## src/rtl/haz_resolver_mc_pkg.sv

```systemverilog
// Shared types for the multi-lane hazard resolver: FSM state encoding and helpers.
package haz_pkg;

  typedef enum logic [2:0] {
    ST_IDLE  = 3'd0,
    ST_CTRL  = 3'd1,
    ST_DATA  = 3'd2,
    ST_STR   = 3'd3,
    ST_FLUSH = 3'd4
  } haz_state_t;

  // Encodings 5-7 are unreachable in normal operation; an upset lands here.
  localparam haz_state_t ST_RECOVER = ST_IDLE;

  function automatic logic is_stall_state(input haz_state_t s);
    return (s == ST_CTRL) || (s == ST_DATA) || (s == ST_STR);
  endfunction

endpackage

```

## src/rtl/haz_resolver_mc_if.sv

```systemverilog
// Bundle between hazard detectors / pipeline enables and the resolver.
interface haz_resolver_mc_if #(
  parameter int LANES = 2,
  parameter int CNT_W = 8
);
  logic             ena;
  logic             ctrl;
  logic             branch;
  logic             crct;
  logic [LANES-1:0] data;
  logic [LANES-1:0] fwrd;
  logic             str;
  logic             stall;
  logic             flush;
  logic             bubble;
  logic [LANES-1:0] fwd_en;
  logic [2:0]       state;
  logic             timeout_err;
  logic [CNT_W-1:0] mispred_cnt;
  logic [CNT_W-1:0] stall_cyc_cnt;

  modport master (
    output ena, ctrl, branch, crct, data, fwrd, str,
    input  stall, flush, bubble, fwd_en, state, timeout_err, mispred_cnt, stall_cyc_cnt
  );

  modport slave (
    input  ena, ctrl, branch, crct, data, fwrd, str,
    output stall, flush, bubble, fwd_en, state, timeout_err, mispred_cnt, stall_cyc_cnt
  );
endinterface

```

## src/rtl/haz_resolver_mc_sat_counter.sv

```systemverilog
// Saturating up-counter with synchronous clear; clear wins over increment.
module sat_counter #(
  parameter int W = 8
) (
  input  logic         clk,
  input  logic         rst,
  input  logic         i_ena,
  input  logic         i_inc,
  input  logic         i_clr,
  output logic [W-1:0] o_cnt
);

  logic [W-1:0] r_cnt;

  always_ff @(posedge clk or posedge rst) begin
    if (rst) begin
      r_cnt <= '0;
    end else if (i_ena) begin
      if (i_clr)
        r_cnt <= '0;
      else if (i_inc && (r_cnt != {W{1'b1}}))
        r_cnt <= r_cnt + 1'b1;
    end
  end

  assign o_cnt = r_cnt;

endmodule

```

## src/rtl/haz_resolver_mc.sv

```systemverilog
// Multi-lane pipeline hazard resolver: prioritised stall/flush FSM with
// multi-cycle flush, stall watchdog and saturating event counters.
import haz_pkg::*;

module haz_resolver_mc #(
  parameter int LANES        = 2,
  parameter int FLUSH_CYCLES = 2,
  parameter int MAX_STALL    = 8,
  parameter int CNT_W        = 8
) (
  input logic               clk,
  input logic               rst,
  haz_resolver_mc_if.slave  bus
);

  localparam int RUN_W = (MAX_STALL < 2) ? 1 : $clog2(MAX_STALL + 1);
  localparam int FC_W  = (FLUSH_CYCLES < 2) ? 1 : $clog2(FLUSH_CYCLES + 1);

  haz_state_t       r_state;
  haz_state_t       w_next;
  logic [FC_W-1:0]  r_fcnt;
  logic             r_stall;
  logic             r_flush;
  logic             r_bubble;
  logic [LANES-1:0] r_fwd;
  logic             r_terr;

  logic             w_dhaz;
  logic             w_mis;
  logic             w_fire;
  logic             w_eval;
  logic             w_mis_take;
  logic             w_load;
  logic [RUN_W-1:0] w_run;

  assign w_dhaz = |(bus.data & ~bus.fwrd);
  assign w_mis  = bus.branch & ~bus.crct;

  // Fires in the last of MAX_STALL consecutive stall cycles, so FLUSH follows it.
  assign w_fire = (MAX_STALL != 0) && r_stall && (w_run == RUN_W'(MAX_STALL - 1));

  always_comb begin
    w_next     = r_state;
    w_eval     = 1'b0;
    w_mis_take = 1'b0;
    case (r_state)
      ST_IDLE, ST_CTRL, ST_DATA, ST_STR: w_eval = 1'b1;
      ST_FLUSH:                          w_eval = (r_fcnt == FC_W'(1));
      default:                           w_next = ST_RECOVER;
    endcase
    if (w_eval) begin
      if (w_fire) begin
        w_next = ST_FLUSH;
      end else if (w_mis) begin
        w_next     = ST_FLUSH;
        w_mis_take = 1'b1;
      end else if (bus.ctrl && !bus.branch) begin
        w_next = ST_CTRL;
      end else if (w_dhaz) begin
        w_next = ST_DATA;
      end else if (bus.str) begin
        w_next = ST_STR;
      end else begin
        w_next = ST_IDLE;
      end
    end
  end

  assign w_load = w_eval && (w_next == ST_FLUSH);

  always_ff @(posedge clk or posedge rst) begin
    if (rst) begin
      r_state  <= ST_IDLE;
      r_fcnt   <= '0;
      r_stall  <= 1'b0;
      r_flush  <= 1'b0;
      r_bubble <= 1'b0;
      r_fwd    <= '0;
      r_terr   <= 1'b0;
    end else if (bus.ena) begin
      r_state  <= w_next;
      r_stall  <= is_stall_state(w_next);
      r_bubble <= (w_next == ST_DATA) || (w_next == ST_STR);
      r_flush  <= (w_next == ST_FLUSH);
      if (w_load)
        r_fcnt <= FC_W'(FLUSH_CYCLES);
      else if ((r_state == ST_FLUSH) && (r_fcnt != '0))
        r_fcnt <= r_fcnt - 1'b1;
      if ((w_next == ST_FLUSH) || (r_state == ST_FLUSH))
        r_fwd <= '0;
      else
        r_fwd <= bus.data & bus.fwrd;
      if (w_fire)
        r_terr <= 1'b1;
    end
  end

  sat_counter #(.W(RUN_W)) u_run_cnt (
    .clk   (clk),
    .rst   (rst),
    .i_ena (bus.ena),
    .i_inc (r_stall),
    .i_clr (!r_stall || w_load),
    .o_cnt (w_run)
  );

  sat_counter #(.W(CNT_W)) u_mispred_cnt (
    .clk   (clk),
    .rst   (rst),
    .i_ena (bus.ena),
    .i_inc (w_mis_take),
    .i_clr (1'b0),
    .o_cnt (bus.mispred_cnt)
  );

  sat_counter #(.W(CNT_W)) u_stall_cyc_cnt (
    .clk   (clk),
    .rst   (rst),
    .i_ena (bus.ena),
    .i_inc (r_stall),
    .i_clr (1'b0),
    .o_cnt (bus.stall_cyc_cnt)
  );

  assign bus.state       = r_state;
  assign bus.stall       = r_stall;
  assign bus.flush       = r_flush;
  assign bus.bubble      = r_bubble;
  assign bus.fwd_en      = r_fwd;
  assign bus.timeout_err = r_terr;

endmodule

```

## src/flat_wrapper.sv

```systemverilog
// flat-port wrapper written by rule: the top's interface ports become plain ports
module haz_resolver_mc_flat 
#(
  parameter int LANES        = 2,
  parameter int FLUSH_CYCLES = 2,
  parameter int MAX_STALL    = 8,
  parameter int CNT_W        = 8
)
  (clk, rst, bus_ena, bus_ctrl, bus_branch, bus_crct, bus_data, bus_fwrd, bus_str, bus_stall, bus_flush, bus_bubble, bus_fwd_en, bus_state, bus_timeout_err, bus_mispred_cnt, bus_stall_cyc_cnt);
  haz_resolver_mc_if #(.LANES(LANES), .CNT_W(CNT_W)) bus_i ();
  input logic clk;
  input logic rst;
  input wire logic [$bits(bus_i.ena)-1:0] bus_ena;
  input wire logic [$bits(bus_i.ctrl)-1:0] bus_ctrl;
  input wire logic [$bits(bus_i.branch)-1:0] bus_branch;
  input wire logic [$bits(bus_i.crct)-1:0] bus_crct;
  input wire logic [$bits(bus_i.data)-1:0] bus_data;
  input wire logic [$bits(bus_i.fwrd)-1:0] bus_fwrd;
  input wire logic [$bits(bus_i.str)-1:0] bus_str;
  output wire logic [$bits(bus_i.stall)-1:0] bus_stall;
  output wire logic [$bits(bus_i.flush)-1:0] bus_flush;
  output wire logic [$bits(bus_i.bubble)-1:0] bus_bubble;
  output wire logic [$bits(bus_i.fwd_en)-1:0] bus_fwd_en;
  output wire logic [$bits(bus_i.state)-1:0] bus_state;
  output wire logic [$bits(bus_i.timeout_err)-1:0] bus_timeout_err;
  output wire logic [$bits(bus_i.mispred_cnt)-1:0] bus_mispred_cnt;
  output wire logic [$bits(bus_i.stall_cyc_cnt)-1:0] bus_stall_cyc_cnt;
  assign bus_i.ena = bus_ena;
  assign bus_i.ctrl = bus_ctrl;
  assign bus_i.branch = bus_branch;
  assign bus_i.crct = bus_crct;
  assign bus_i.data = bus_data;
  assign bus_i.fwrd = bus_fwrd;
  assign bus_i.str = bus_str;
  assign bus_stall = bus_i.stall;
  assign bus_flush = bus_i.flush;
  assign bus_bubble = bus_i.bubble;
  assign bus_fwd_en = bus_i.fwd_en;
  assign bus_state = bus_i.state;
  assign bus_timeout_err = bus_i.timeout_err;
  assign bus_mispred_cnt = bus_i.mispred_cnt;
  assign bus_stall_cyc_cnt = bus_i.stall_cyc_cnt;
  haz_resolver_mc #(.LANES(LANES), .FLUSH_CYCLES(FLUSH_CYCLES), .MAX_STALL(MAX_STALL), .CNT_W(CNT_W)) u_core (.clk(clk), .rst(rst), .bus(bus_i));
endmodule
```

## config.mk

```make
export PLATFORM = sky130hd
export DESIGN_NAME = haz_resolver_mc_flat
export DESIGN_NICKNAME = d
export VERILOG_FILES = /design/src/rtl/haz_resolver_mc_pkg.sv /design/src/rtl/haz_resolver_mc_if.sv /design/src/rtl/haz_resolver_mc_sat_counter.sv /design/src/rtl/haz_resolver_mc.sv /design/src/flat_wrapper.sv
export SDC_FILE = /design/constraint.sdc
export NUM_CORES = 1
export LEC_CHECK = 0
export CAP_MARGIN = 20
export CORE_MARGIN = 2
export CORE_UTILIZATION = 48
export DETAILED_ROUTE_END_ITERATION = 8
export PLACE_DENSITY = 0.74
export SYNTH_ARGS = -nofsm -noshare
export SYNTH_HDL_FRONTEND = slang
export SYNTH_SLANG_ARGS = --single-unit
```

## constraint.sdc

```tcl
create_clock -name clk -period 2.1 [get_ports clk]
set_clock_uncertainty 0.05 [all_clocks]
set_input_delay 0.21 -clock clk [delete_from_list [all_inputs] [get_ports clk]]
set_output_delay 0.21 -clock clk [all_outputs]
set_load 0.05 [all_outputs]
```

# Word level (Yosys, flattened, before mapping)
# Index checks and enable logic that the tools add are counted.
# W data, S select, Z words.
totals:
  register_bits: 31
  inputBits: 11
  out_inout_bits: 25
  wordCells: 74
classes:
  add_sub_neg: 4
  n_eq_ne: 13
  n_mux: 16
  bitwise_logic: 5
  reduce_logical: 26
op_table:
  columns: ["operator", "n"]
  rows:
  - ["$mux W3", 6]
  - ["$add A8 B1 Y8 const B", 2]
  - ["$ne A8 B8 Y1 const B", 2]
  - ["$eq A3 B2 Y1 const B", 4]
  - ["$reduce_and A2 Y1", 5]
  - ["$mux W2", 4]
  - ["$mux W4", 2]
  - ["$logic_and A1 B1 Y1", 7]
  - ["$eq A3 B1 Y1 const B", 2]
  - ["$eq A3 B3 Y1 const B", 2]
  - ["$reduce_bool A2 Y1", 3]
  - ["$logic_or A1 B1 Y1", 5]
  - ["$reduce_or A5 Y1", 1]
  - ["$add A4 B1 Y4 const B", 1]
  - ["$and A2 B2 Y2", 2]
  - ["$eq A4 B3 Y1 const B", 1]
  - ["$ne A4 B4 Y1 const B", 1]
  - ["$reduce_or A4 Y1", 1]
  - ["$logic_not A3 Y1", 1]
  - ["$mux W1", 3]
  - ["$eq A2 B1 Y1 const B", 1]
  - ["$logic_not A1 Y1", 2]
  - ["$not A2 Y2", 1]
  - ["$pmux W1 S2", 1]
  - ["4 further kinds", 4]

# Logic depth before layout (Yosys ltp)
depth:
  word_depth: 13
  mapped_depth: 6
  mapped_depth_nobuf: 6

# Hierarchy
# Synthesis repeated with hierarchy kept, for this count alone.
unflattened:
  cells_unflattened: 186
  hier_area_um2: 1851.8
modules_own_cells:
  columns: ["mod", "instances", "cells_each", "area_each_um2", "seq_area_each_um2"]
  rows:
  - ["sat_counter (u_core.u_mispred_cnt ...)", 2, 50, 499.2, 200.2]
  - ["haz_resolver_mc", 1, 66, 631.9, 275.3]
  - ["sat_counter (u_core.u_run_cnt)", 1, 20, 221.5, 100.1]

# Worst setup path after synthesis
# Ideal clock, no wire load.
synth_path:
  path_kind: "reg2reg"
  start: "reg u_core.u_stall_cyc_cnt.r_cnt[0] (netlist: u_core.u_stall_cyc_cnt.o_cnt[0])"
  end: "reg u_core.u_stall_cyc_cnt.r_cnt[1] (netlist: u_core.u_stall_cyc_cnt.o_cnt[1])"
  setup_time_ps: 125
  arrival_ps: 1761
  t_required_ps: 1925
  slack_ps: 164
  path_stages_with_launch: 5
  n_path_buf: 0
  synth_period_minus_slack_ps: 1936
  path_cell_list: "dfrtp_1 > ha_1 > nand4_1 > o21ai_0 > mux2_2"
synth_via:
  elab_chain_len: 3
  word_cells_on_any_way: 4
  cone_classes: "1 x add/sub; 1 x eq/ne; 2 x reduce/logical"
synth_rtl:
  columns: ["item", "line", "text"]
  rows:
  - ["start: declaration", "haz_resolver_mc_sat_counter.sv:13", "logic [W-1:0] r_cnt;"]
  - ["start signal: assignment", "haz_resolver_mc_sat_counter.sv:22", "r_cnt <= r_cnt + 1'b1;"]
  - ["branches (longest 3 deep; another with $add A8 B1 Y8)", null, null]
# Parallel ways; which one is timed is not known.
# A chain may end at the register's enable or synchronous reset.

# Worst setup path after layout
layout_path:
  start: "reg u_core.r_state[1] (netlist: u_core.bus.state[1])"
  end: "out bus_state[1]"
layout_rtl:
  columns: ["item", "line", "text"]
  rows:
  - ["start: declaration", "haz_resolver_mc.sv:19", "haz_state_t r_state;"]
  - ["start signal: assignment", "haz_resolver_mc.sv:81", "r_state <= w_next;"]
  - ["end: declaration", "flat_wrapper.sv:24", "output wire logic [$bits(bus_i.state)-1:0] bus_state;"]
# No word-level cell between the ends.

==> results by stage <==
Worst setup path:
- The end of the worst register-to-register path is u_core.u_mispred_cnt.o_cnt[1].
- Measured in cells, the most critical reg-to-reg path has a length of 6.
- Together, buffers and inverters on the worst path number 1.
- The delay of the slowest cell on the worst path is 0.86 ns.
- The start-to-end type of the worst setup path is reg2out.
- The required time of the critical path is 1.84 ns.
- Traced cell by cell, the critical path runs through clkdlybuf4s50_1.
- Setup slack on the worst reg-to-reg path comes out at 0.19 ns.
- STA puts the critical path data arrival time at 1.66 ns.
- The launching element of the worst setup path is u_core.bus.state[1].
- The worst setup path is launched from a register.
- The cell type group with the largest total delay on the critical path is buffers and inverters.
- STA classifies the critical path endpoint as a primary output.
- The maximum fanout count along the critical path is 5.
- The worst register-to-register path begins at u_core.r_fcnt[1].
- Among all stages on the critical path, the largest delay is contributed by sky130_fd_sc_hd__clkdlybuf4s50_1.

Global route:
- The largest net degree at the start of global routing is 32.
- The number of antenna violations at the first check in global routing is 0.
- The number of global-route vias before repair is 1,413.
- The total congestion overflow after global routing is 0.
- In the global route stage, overall resource usage came out at 0.204.
- The global-route wire length before repair is 6250 um.

Power and ir drop:
- The switching part of the total is 0.442.
- Across the VDD grid, the largest voltage drop is 0.762 mV.
- The share of total power dissipated in sequential elements is 0.360.
- Summed over all cells, the static leakage comes to 0.985 nW.
- The combinational group share of total power is 0.456.
- For this design the ratio of total power to cell area is 1250 nW/um^2.
- The internal portion of total power is 1.50 mW.
- Of the total power, the clock network draws 0.183.
- The total power is 2.69 mW.
- The analysis attributes to net switching a power of 1.19 mW.

Synthesis:
- In the synthesized netlist the async set-or-reset flop fraction comes to 1.00.
- Averaged over all synthesized cells, the footprint is 10.1 um^2.
- The post-synthesis instance area is 1640 um^2.
- For this run, the register share of the synthesized area comes to 0.472.
- Synthesis inferred 31 register bits.
- The main flop type after synthesis is sky130_fd_sc_hd__dfrtp_1.
- The most common cell in the synthesized netlist is sky130_fd_sc_hd__dfrtp_1.
- The count of mapped cells out of synthesis is 162.
- The Yosys warning count is 0.
- Of the post-synthesis cell area, the dominant cell type holds 0.472.
- Summed over all instances, the cell type with the most area after synthesis is sky130_fd_sc_hd__dfrtp_1.
- Counting every net in the synthesized netlist gives 178.
- The number of distinct standard cells referenced by the synthesized netlist is 44.
- Sorting the synthesized cells by how often they occur yields sky130_fd_sc_hd__dfrtp_1, sky130_fd_sc_hd__inv_1, sky130_fd_sc_hd__nand2_1, sky130_fd_sc_hd__a21oi_1, sky130_fd_sc_hd__nand4_1.
- Counting flops with a built-in enable in the synthesized netlist gives 0.
- Ranked by total cell area, the synthesized netlist is headed by sky130_fd_sc_hd__dfrtp_1, sky130_fd_sc_hd__ha_1, sky130_fd_sc_hd__nand4_1.

Placed design:
- The pre-CTS setup slack is 0.193 ns.
- Once detailed placement completed, the half-perimeter wirelength came to 2650 um.
- Buffers placed on the I/O ports in this run total 35.
- Routability-driven placement finished with a final weighted congestion of 0.869.
- Summing all placed instances gives a cell area of 2070 um^2.
- The total instance count after detailed placement is 244.

Routing:
- The residual antenna-violating net count after detailed routing is 0.
- After detailed routing, the average wire length per cell comes to 14.4 um.
- The detailed-route vias per instance is 5.61.
- The detailed router placed 1,414 vias in this run.
- The number of DRC violations after detailed routing is 0.
- The first detailed-routing pass ran for 4 iterations.
- The total detailed-routing wirelength is 3640 um.
- The initial DRC count is 67.

Floorplan:
- The placeable core region is 3310 um^2.
- The die footprint is 3910 um^2.
- Measured along the x axis, the die boundary spans 62.5 um.
- The count of pins on the block boundary is 36.
- The placement row count is 21.
- The die is 62.5 um tall.
- The starting utilization of the core area is 0.496.

Outcome:
- The run finished with clean final reports.

CTS:
- The clock transition at the registers of the reported paths is 0.10 ns.
- The cts-stage hold buffer count is 0.
- TritonCTS built the clock tree.
- The root buffer selected by CTS is sky130_fd_sc_hd__clkbuf_4.
- The number of buffers added for setup after CTS is 0.
- The longest clock path from root to sink contains 2 buffers.
- The H-tree depth reported by CTS is 2.
- The number of clock buffers added by TritonCTS is 5.
- The CTS sink count is 31.
- The insertion delay to the later sink of the worst-skew pair is 0.33 ns.
- After clock tree synthesis, the repair step resized 0 gates.

Finish:
- The layout-stage area growth over the synthesis result is 31.2%.
- The number of antenna diodes in the final layout is 0.
- The finished cells cover 2160 um^2.
- Of the cells placed in the final design, the portion with a size suffix greater than 1 is 0.102.
- After filler insertion, the fill cell instance count of the layout stands at 288.
- The finished layout holds 252 standard cells, fillers aside.
- For this run, the share of the core covered by cells in the final layout is 0.651.
- For this run, the post-layout net count is 221.

Timing:
- After routing, the total negative slack on setup checks comes to 0 ns.
- The number of pins with negative max-slew slack in the final report is 0.
- Setup violations remaining at the end of the flow were counted as 0.
- The relative slew slack is 0.642.
- The measured slew at the worst slew-check pin is 0.536 ns.
- On the final layout, the worst hold slack is 0.194 ns.
- Setup repair after global routing left no endpoint under its margin.
- The final critical-path setup slack is 0.181 ns.
- Dividing the final minimum period by the clock period gives 0.914.
- Timing would allow up to 0.521 GHz.
- The worst path in the final design needs a cycle of 1.92 ns, including I/O delays and setup.
- The hold violation total from the final report came to 0.

Worst hold path:
- The worst hold path belongs to the class in2async.

Run:
- Across the run, the number of max-cap violations was 0.
-- per-layer routing --
| metal | track usage | share of wire |
|---|---|---|
| met1 | 0.221 | 0.41 |
| met2 | 0.371 | 0.53 |
| met4 | 0.0722 | 0.015 |
| met5 | 0 | 0 |
| met3 | 0.0649 | 0.049 |
-- placed cells by master (no fill, tap or decap), types with 2 or more instances in the layout --
master                            synthesis  final
sky130_fd_sc_hd__a21o_1                   3      3
sky130_fd_sc_hd__a21oi_1                  9      9
sky130_fd_sc_hd__a31oi_1                  3      3
sky130_fd_sc_hd__and3_1                   7      7
sky130_fd_sc_hd__buf_4                    0      4
sky130_fd_sc_hd__clkbuf_4                 0      5
sky130_fd_sc_hd__clkdlybuf4s50_1          0     34
sky130_fd_sc_hd__dfrtp_1                 31     31
sky130_fd_sc_hd__ha_1                     5      5
sky130_fd_sc_hd__inv_1                   13     13
sky130_fd_sc_hd__mux2_1                   4      4
sky130_fd_sc_hd__mux2_2                   4      4
sky130_fd_sc_hd__nand2_1                 11     11
sky130_fd_sc_hd__nand2b_1                 4      4
sky130_fd_sc_hd__nand3_1                  7      7
sky130_fd_sc_hd__nand3b_1                 2      2
sky130_fd_sc_hd__nand4_1                  9      9
sky130_fd_sc_hd__nor2_1                   6      6
sky130_fd_sc_hd__nor2b_1                  2      2
sky130_fd_sc_hd__o211ai_1                 2      2
sky130_fd_sc_hd__o21a_1                   4      4
sky130_fd_sc_hd__o21ai_0                  7      7
sky130_fd_sc_hd__o2bb2ai_1                3      3
sky130_fd_sc_hd__xnor2_1                  2      2
-- power by group through the flow --
stage                     sequential (mW)  combinational (mW)  clock (mW)
after detailed placement            0.979                1.23           0
after floorplan                      1.39               0.399           0
after global routing                 1.00                1.31       0.539
final                               0.970                1.23       0.493
after global placement              0.962                1.20           0
after CTS                           0.970                1.24       0.509
-- worst max path at each step --
stage | to | slack [ns] | depth (start not counted)
6_report | bus_state[1] | 0.18 | 1
5_1_grt | u_core.u_mispred_cnt.o_cnt[1] | 0.10 | 6
4_1_cts | bus_stall | 0.06 | 1
3_5_place_dp | u_core.u_mispred_cnt.o_cnt[1] | 0.19 | 5
3_3_place_gp | u_core.u_mispred_cnt.o_cnt[1] | 0.24 | 5
2_1_floorplan | u_core.u_stall_cyc_cnt.o_cnt[1] | 0.16 | 4
-- kinds of logic (layout without fill, tap and decap cells) --
logic type,after synthesis,count (layout),synth area share
muxes,9,9,0.0609
buffers and inverters,17,61,0.0404
adders and majority gates,5,5,0.0381
AOI/OAI and AO/OA,42,42,0.179
and+or+nand+nor,55,55,0.193
DFF,31,31,0.472
xor gates and xnor gates,3,3,0.0160
-- registers in the layout, indices dropped and copies added, names as in the netlist --
name / cells
u_core.bus.timeout_err: 1
u_core.bus.state: 3
u_core.u_stall_cyc_cnt.o_cnt: 8
u_core.bus.flush: 1
u_core.bus.fwd_en: 2
u_core.r_fcnt: 2
u_core.bus.stall: 1
u_core.u_run_cnt.o_cnt: 4
u_core.u_mispred_cnt.o_cnt: 8
u_core.bus.bubble: 1
-- layout make-up --
cell class                      count  area, um^2  share of cell area
Multi-Input combinational cell    114         801               0.371
Sequential cell                    31         776               0.360
Timing Repair Buffer               39         383               0.178
Tap cell                           46        57.6              0.0267
Inverter                           14        52.6              0.0244
Clock buffer                        6        51.3              0.0238
Clock inverter                      2        35.0              0.0163
Note: power is estimated with default switching activity, not from simulation.
